`config.mk`:
```
export PLATFORM = sky130hd
export DESIGN_NAME = imm_decode_stage_flat
export DESIGN_NICKNAME = d
export VERILOG_FILES = /design/src/rtl/imm_decode_stage_if.sv /design/src/rtl/imm_decode_stage.sv /design/src/flat_wrapper.sv
export SDC_FILE = /design/constraint.sdc
export NUM_CORES = 1
export LEC_CHECK = 0
export CORE_ASPECT_RATIO = 1.25
export CORE_UTILIZATION = 53
export DETAILED_ROUTE_END_ITERATION = 10
export PLACE_DENSITY_LB_ADDON = 0.2
export SLEW_MARGIN = 10
export SYNTH_ARGS = -nofsm -noshare
export SYNTH_HDL_FRONTEND = slang
export SYNTH_SLANG_ARGS = --single-unit
```
`constraint.sdc`:
```
create_clock -name clk -period 5.11 [get_ports clk]
set_input_delay 0.511 -clock clk [delete_from_list [all_inputs] [get_ports clk]]
set_output_delay 0.511 -clock clk [all_outputs]
set_load 0.05 [all_outputs]
```
`src/rtl/imm_decode_stage_if.sv`:
```
// Handshake bundle for the immediate-generation stage: upstream instruction/PC
// channel and downstream decoded-immediate channel.
interface imm_decode_stage_if #(
    parameter int XLEN = 32
);
    logic            in_valid;
    logic            in_ready;
    logic [31:0]     in_instr;
    logic [XLEN-1:0] in_pc;
    logic            out_valid;
    logic            out_ready;
    logic [XLEN-1:0] out_imm;
    logic [2:0]      out_fmt;
    logic [XLEN-1:0] out_target;
    logic            out_is_branch;
    logic            out_is_jump;

    modport master (
        output in_valid, in_instr, in_pc, out_ready,
        input  in_ready, out_valid, out_imm, out_fmt, out_target,
               out_is_branch, out_is_jump
    );

    modport slave (
        input  in_valid, in_instr, in_pc, out_ready,
        output in_ready, out_valid, out_imm, out_fmt, out_target,
               out_is_branch, out_is_jump
    );
endinterface

```
`src/rtl/imm_decode_stage.sv`:
```
// Immediate decode with precomputed branch/JAL target, behind a 2-entry
// main+skid buffer with synchronous flush.
module imm_decode_stage #(
    parameter int XLEN    = 32,
    parameter bit EN_ZIMM = 1
) (
    input  logic                clk,
    input  logic                rst_n,
    input  logic                flush,
    output logic [1:0]          occupancy,
    imm_decode_stage_if.slave   bus
);
    // Handshake: a transfer happens on a rising edge where valid && ready are both
    // high; valid never depends on ready, and in_ready comes only from buffer state.

    localparam logic [2:0] FMT_NONE = 3'd0, FMT_I = 3'd1, FMT_S = 3'd2, FMT_B = 3'd3,
                           FMT_U = 3'd4, FMT_J = 3'd5, FMT_Z = 3'd6;

    typedef struct packed {
        logic [XLEN-1:0] imm;
        logic [2:0]      fmt;
        logic [XLEN-1:0] target;
        logic            is_branch;
        logic            is_jump;
    } entry_t;

    typedef enum logic [1:0] {EMPTY = 2'd0, ONE = 2'd1, FULL = 2'd2} state_t;

    state_t state_q, state_d;
    entry_t main_q, skid_q, dec;
    logic   accept, pop, load_main, load_skid, move_skid;
    logic [31:0] instr;

    assign instr = bus.in_instr;

    always_comb begin
        dec = '0;
        unique case (instr[6:0])
            7'b0000011, 7'b0010011, 7'b1100111: dec.fmt = FMT_I;
            7'b0011011: dec.fmt = (XLEN == 64) ? FMT_I : FMT_NONE;
            7'b0100011: dec.fmt = FMT_S;
            7'b1100011: dec.fmt = FMT_B;
            7'b0110111, 7'b0010111: dec.fmt = FMT_U;
            7'b1101111: dec.fmt = FMT_J;
            7'b1110011: dec.fmt = (instr[14] && EN_ZIMM) ? FMT_Z : FMT_NONE;
            default: dec.fmt = FMT_NONE;
        endcase
        // Size casts of signed slices replicate instr[31] up to bit XLEN-1.
        case (dec.fmt)
            FMT_I: dec.imm = XLEN'($signed(instr[31:20]));
            FMT_S: dec.imm = XLEN'($signed({instr[31:25], instr[11:7]}));
            FMT_B: dec.imm = XLEN'($signed({instr[31], instr[7], instr[30:25], instr[11:8], 1'b0}));
            FMT_U: dec.imm = XLEN'($signed({instr[31:12], 12'b0}));
            FMT_J: dec.imm = XLEN'($signed({instr[31], instr[19:12], instr[20], instr[30:21], 1'b0}));
            FMT_Z: dec.imm = XLEN'(instr[19:15]);
            default: dec.imm = '0;
        endcase
        dec.is_branch = (dec.fmt == FMT_B);
        dec.is_jump   = (dec.fmt == FMT_J);
        if (dec.is_branch || dec.is_jump) dec.target = bus.in_pc + dec.imm;
    end

    assign bus.in_ready  = (state_q != FULL);
    assign bus.out_valid = (state_q != EMPTY);
    assign accept        = bus.in_valid && bus.in_ready;
    assign pop           = bus.out_valid && bus.out_ready;

    always_comb begin
        state_d   = state_q;
        load_main = 1'b0;
        load_skid = 1'b0;
        move_skid = 1'b0;
        if (flush) begin
            state_d = EMPTY;
        end else begin
            case (state_q)
                EMPTY: if (accept) begin
                    state_d   = ONE;
                    load_main = 1'b1;
                end
                ONE: begin
                    if (accept && pop) begin
                        load_main = 1'b1;
                    end else if (accept) begin
                        state_d   = FULL;
                        load_skid = 1'b1;
                    end else if (pop) begin
                        state_d = EMPTY;
                    end
                end
                FULL: if (pop) begin
                    state_d   = ONE;
                    move_skid = 1'b1;
                end
                default: state_d = EMPTY;
            endcase
        end
    end

    always_ff @(posedge clk) begin
        if (!rst_n) begin
            state_q <= EMPTY;
            main_q  <= '0;
            skid_q  <= '0;
        end else begin
            state_q <= state_d;
            if (flush)          main_q <= '0;
            else if (load_main) main_q <= dec;
            else if (move_skid) main_q <= skid_q;
            if (load_skid)      skid_q <= dec;
        end
    end

    assign occupancy         = state_q;
    assign bus.out_imm       = main_q.imm;
    assign bus.out_fmt       = main_q.fmt;
    assign bus.out_target    = main_q.target;
    assign bus.out_is_branch = main_q.is_branch;
    assign bus.out_is_jump   = main_q.is_jump;
endmodule
```
`src/flat_wrapper.sv`:
```
// flat-port wrapper written by rule: the top's interface ports become plain ports
module imm_decode_stage_flat 
#(
    parameter int XLEN    = 32,
    parameter bit EN_ZIMM = 1
)
  (clk, rst_n, flush, occupancy, bus_in_valid, bus_in_instr, bus_in_pc, bus_out_ready, bus_in_ready, bus_out_valid, bus_out_imm, bus_out_fmt, bus_out_target, bus_out_is_branch, bus_out_is_jump);
  imm_decode_stage_if #(.XLEN(XLEN)) bus_i ();
  input  logic clk;
  input  logic rst_n;
  input  logic flush;
  output logic [1:0] occupancy;
  input wire logic [$bits(bus_i.in_valid)-1:0] bus_in_valid;
  input wire logic [$bits(bus_i.in_instr)-1:0] bus_in_instr;
  input wire logic [$bits(bus_i.in_pc)-1:0] bus_in_pc;
  input wire logic [$bits(bus_i.out_ready)-1:0] bus_out_ready;
  output wire logic [$bits(bus_i.in_ready)-1:0] bus_in_ready;
  output wire logic [$bits(bus_i.out_valid)-1:0] bus_out_valid;
  output wire logic [$bits(bus_i.out_imm)-1:0] bus_out_imm;
  output wire logic [$bits(bus_i.out_fmt)-1:0] bus_out_fmt;
  output wire logic [$bits(bus_i.out_target)-1:0] bus_out_target;
  output wire logic [$bits(bus_i.out_is_branch)-1:0] bus_out_is_branch;
  output wire logic [$bits(bus_i.out_is_jump)-1:0] bus_out_is_jump;
  assign bus_i.in_valid = bus_in_valid;
  assign bus_i.in_instr = bus_in_instr;
  assign bus_i.in_pc = bus_in_pc;
  assign bus_i.out_ready = bus_out_ready;
  assign bus_in_ready = bus_i.in_ready;
  assign bus_out_valid = bus_i.out_valid;
  assign bus_out_imm = bus_i.out_imm;
  assign bus_out_fmt = bus_i.out_fmt;
  assign bus_out_target = bus_i.out_target;
  assign bus_out_is_branch = bus_i.out_is_branch;
  assign bus_out_is_jump = bus_i.out_is_jump;
  imm_decode_stage #(.XLEN(XLEN), .EN_ZIMM(EN_ZIMM)) u_core (.clk(clk), .rst_n(rst_n), .flush(flush), .occupancy(occupancy), .bus(bus_i));
endmodule
```
# After elaboration in Yosys (flattened, before gate mapping)
# Index checks and enable logic that the tools add are counted.
# Widths: inputs -> output; s select.
[totals]
reg_bits = 140
in_bits = 69
out_inout_bits = 73
[classes]
addsub = 1
eq_ne = 22
muxes = 22
bitwise_logic = 1
n_reduce_logical = 11
[ops]
columns = ["operator", "n"]
rows = [
  ["$pmux 32 s6", 1],
  ["$mux 69", 2],
  ["$add 32x32->32", 1],
  ["$mux 32", 1],
  ["$eq 7x7->1 const B", 4],
  ["$pmux 3 s6", 1],
  ["$eq 7x5->1 const B", 2],
  ["$eq 7x6->1 const B", 2],
  ["$mux 2", 5],
  ["$eq 3x3->1 const B", 3],
  ["$mux 1", 9],
  ["$eq 7x2->1 const B", 1],
  ["$eq 3x2->1 const B", 2],
  ["$pmux 2 s3", 1],
  ["$ne 2x1->1 const B", 2],
  ["$ne 2x2->1 const B", 2],
  ["$reduce_and 4->1", 1],
  ["$reduce_bool 2->1", 2],
  ["$reduce_or 2->1", 2],
  ["$eq 3x1->1 const B", 1],
  ["$logic_and 1x1->1", 3],
  ["$mux 3", 1],
  ["$ne 3x1->1 const B", 1],
  ["$reduce_or 3->1", 1],
  ["other kinds (6)", 6],
]

# Logic depth before layout (Yosys ltp)
[logic_depth]
word_depth = 8
ltp_mapped = 18
ltp_nobuf = 18

# Least setup slack after synthesis
# Ideal clock, no wire load.
[synth_timing]
path_type = "in2reg"
start = "input port bus_in_instr[4]"
end = "register u_core.skid_q[30] (netlist bit)"
setup_ps = 117
arrival_ps = 4091
required_time_ps = 4993
slack_ps = 903
stages = 18
path_buffers = 1
path_cell_list = "and4b_1 > inv_1 > nor2_1 > or2_2 > and2b_1 > o21ai_1 > buf_2 > nand2_1 > ha_1 > a21o_1 > a21oi_2 > o21ai_1 > a211oi_2 > a21oi_2 > o31a_1 > a221o_1 > xor2_1 > a22o_1"
[synth_lines]
columns = ["element", "line_no", "rtl"]
rows = [
  ["start, declared", "flat_wrapper.sv:14", "input wire logic [$bits(bus_i.in_instr)-1:0] bus_in_instr;"],
  ["end signal, assigned", "imm_decode_stage.sv:104", "skid_q <= '0;"],
  ["end signal, assigned", "imm_decode_stage.sv:110", "if (load_skid) skid_q <= dec;"],
  ["end, declared", "imm_decode_stage.sv:30", "entry_t main_q, skid_q, dec;"],
]

==> summary.txt <==
Status - complete, no violations
CTS sink cnt - 140
Total gr overflow - 0
DRC - 0
Synth Area in Compound Gates - 23.9%
RSZ-0062 raised after global routing - false
Maximum clock frequency - 217 MHz
CTS max path bufs - 2
Syn Area/Cell - 8.26 um2
Core Area - 13800 um2
Global-route wire length before repair - 34100 um
Layout net count - 1137
Mapped cell area - 7520 um2
P_leak - 3.83 nW
CP Depth - 19
Cell taking the most area after synthesis - dfxtp_1
Met1 Use GR - 38.8%
Placement Cell Area - 9110 um2
Commonest cells after routing, fill and taps aside - clkdlybuf4s50_1 (141), dfxtp_1 (140), nand2_1 (126)
Final core occ - 70.6%
Critical path peak fanout - 6
Initial antenna violation count - 0
Syn_nets - 1011
R2R setup slack - 2590 ps
DR iter-0 viols - 446
Fin Clk Skew - 8.80 ps
Vias in the first global route - 6754
Slew Limit Headroom - 22.6%
Cells after synthesis - 910
Final setup viols - 0
All-Layer GR Usage - 29.9%
CP peak stage delay - 590 ps
Pwr per Cell Area - 284 nW/um2
Clk_lat worst skew - 420 ps
Post-cts resize count - 0
Hold path start - u_core.skid_q[17]
RR Startpoint - u_core.occupancy[0]
CP startpoint - bus_in_instr[2]
Largest family of logic cells by synthesized area - compound AO/OA/AOI/OAI gates
Routability Congestion - 0.926
WP data required - 5410 ps
R2r endpoint - u_core.bus.out_imm[9]
Fill cells - 1105
Post-synthesis mux area share - 5.86%
Worst setup EP type - flop
Port bufs - 141
IO Pins - 142
Nature of the critical path startpoint - input pin
CP Data Arrival Time - 4910 ps
Reg area - 2800 um2
Synth Area in XOR/XNOR - 3.26%
Met3 usage - 4.43%
Vias per inst - 5.92
Most common cell after layout, fill and taps aside - clkdlybuf4s50_1
DIE HEIGHT - 135 um
WL/cell - 17.7 um
Total power - 2.77 mW
Final design area excluding fillers - 9750 um2
Worst-margin pin slew - 1160 ps
Cts bufs inserted - 17
Area delta synth->final - 29.6%
Synth Warn # - 0
Reg2Reg Depth - 5
Pre-antenna DRT Iters - 5
Synth async-reset ratio - 0%
Max_cap viols - 0
EDFF count, synth - 0
Post-synth cell types - 62
Root Buffer - clkbuf_16
CP bufs+invs - 3
Post-DRT Antenna Nets - 0
Period utilisation layout - 90.1%
Setup Crit Path Kind - in -> reg
Crit path to - u_core.skid_q[30]
Area contributors post-synth - dfxtp_1 (37%), nand2_1 (6.3%), mux2i_1 (5.9%)
GR Util met2 - 49.5%
Simple-gate share of the synthesized area - 20.5%
Clock transition at the registers of the reported paths - 60 ps
Die Width - 109 um
Area of the multi-input gates - 4450 um2
# H-tree levels - 4
Crit path max-delay cell type - clkdlybuf4s50_1
GR peak layer - met2
Synth Area in Adders - 5.42%
WL final - 21700 um
HPWL after detailed placement - 15000 um
Vias - 7245
Setup Buffers After CTS - 0
Row count - 48
Critical path, cell by cell - clkdlybuf4s50_1 -> and4b_1 -> inv_1 -> nor2_1 -> or2_2 -> and2b_1 -> o21a_1 -> a221oi_1 -> inv_1 -> ha_1 -> nand3_1 -> or3_1 -> nor2_1 -> a211oi_2 -> a21oi_2 -> o31a_1 -> a221o_1 -> xor2_1 -> a22o_1
Prevailing post-synth register cell - dfxtp_1
Synth Register Bits - 140
VDD IR-drop max - 220 uV
Total Die Area - 14700 um2
Cts hold-fix bufs - 0
Delay-heaviest family, CP - compound AO/OA/AOI/OAI gates
Setup TNS - 0 ps
Fin. Hold Viols - 0
Initial core utilization - 54.4%
Area fraction of the dominant cell type after synthesis - 37.3%
Largest net degree at the start of global routing - 65
Sequential fraction of the synthesis area - 37.3%
Max-slew violation count - 0
Antenna diodes - 0
Worst min path class - reg -> reg
Post-layout min period - 4600 ps
Layout cells sized above 1 - 6.48%
CTS tree - yes
[power by group]
part	leakage [nW]	total [mW]	internal, mW	switching (mW)
logic	2.40	0.322	0.132	0.190
clock network	0.304	1.33	0.834	0.497
registers	1.13	1.11	1.10	0.00860
[how the worst min path moves through the flow]
stage | end | slack, ps | cells past startpoint
floorplan | u_core.skid_q[20] | 420 | 2
global placement | u_core.skid_q[20] | 440 | 2
detailed placement | u_core.skid_q[20] | 450 | 2
CTS | u_core.skid_q[17] | 460 | 2
global route | u_core.skid_q[14] | 490 | 2
finish | u_core.skid_q[17] | 460 | 2
[routing by layer]
metal / vias up / routed length, um
met3: 38 / 1440
met5: - / 0
met2: 298 / 10500
met1: 3413 / 9210
met4: 0 / 541
li1: 3496 / -
[per-stage QoR]
step                setup slack [ps]  cells  hold slack, ps
floorplan                        903    910             425
global placement                 188   1192             442
detailed placement               108   1192             451
CTS                              529   1224             465
global route                     157   1224             491
finish                           506   1224             465
[synthesized netlist by cell type, types with 5 or more instances]
cell and count:
nand2_1 127, nor2_1 110, o211a_1 9, a22o_1 10
a211oi_1 42, a21boi_0 25, o2bb2ai_1 5, buf_2 5
o21ai_0 26, nand2b_1 7, nor3_1 11, inv_1 17
nand3_1 24, ha_1 31, dfxtp_1 140, a21o_1 25
xnor2_1 14, nor3b_1 19, a21oi_1 48, mux2i_1 44
a221oi_1 6, a22oi_1 21, and2_1 12, xor2_1 14
nor2b_1 10, clkbuf_1 44
[sequential cells by signal (all words and copies together) (netlist names)]
signal	count
u_core.bus.out_fmt	3
u_core.bus.out_imm	32
u_core.bus.out_is_branch	1
u_core.bus.out_target	32
u_core.skid_q	69
u_core.occupancy	2
u_core.bus.out_is_jump	1
[worst register-to-register path: stages (launching register included)]
cell	delay (ps)
dfxtp_1	360
nand2b_1	210
nor3b_2	930
buf_4	460
mux2i_1	300
a211oi_1	110
[logic make-up (layout without fill, tap and decap cells)]
family / Yosys count / count (layout)
DFF: 140 / 140
muxes: 44 / 44
buffers and inverters: 71 / 210
AOI/OAI and AO/OA: 255 / 255
adders and majority gates: 32 / 32
xor gates and xnor gates: 28 / 28
and+or+nand+nor: 340 / 340
[layout make-up]
cell class                 count  share of cell area [%]
tap                          175                    2.25
sequential                   140                    28.8
clock inverter                13                    1.94
timing repair buffer         161                    16.2
inverter                      17                   0.655
clock buffer                  19                    4.54
multi-input combinational    699                    45.7
Note: power is estimated with default switching activity, not from simulation.
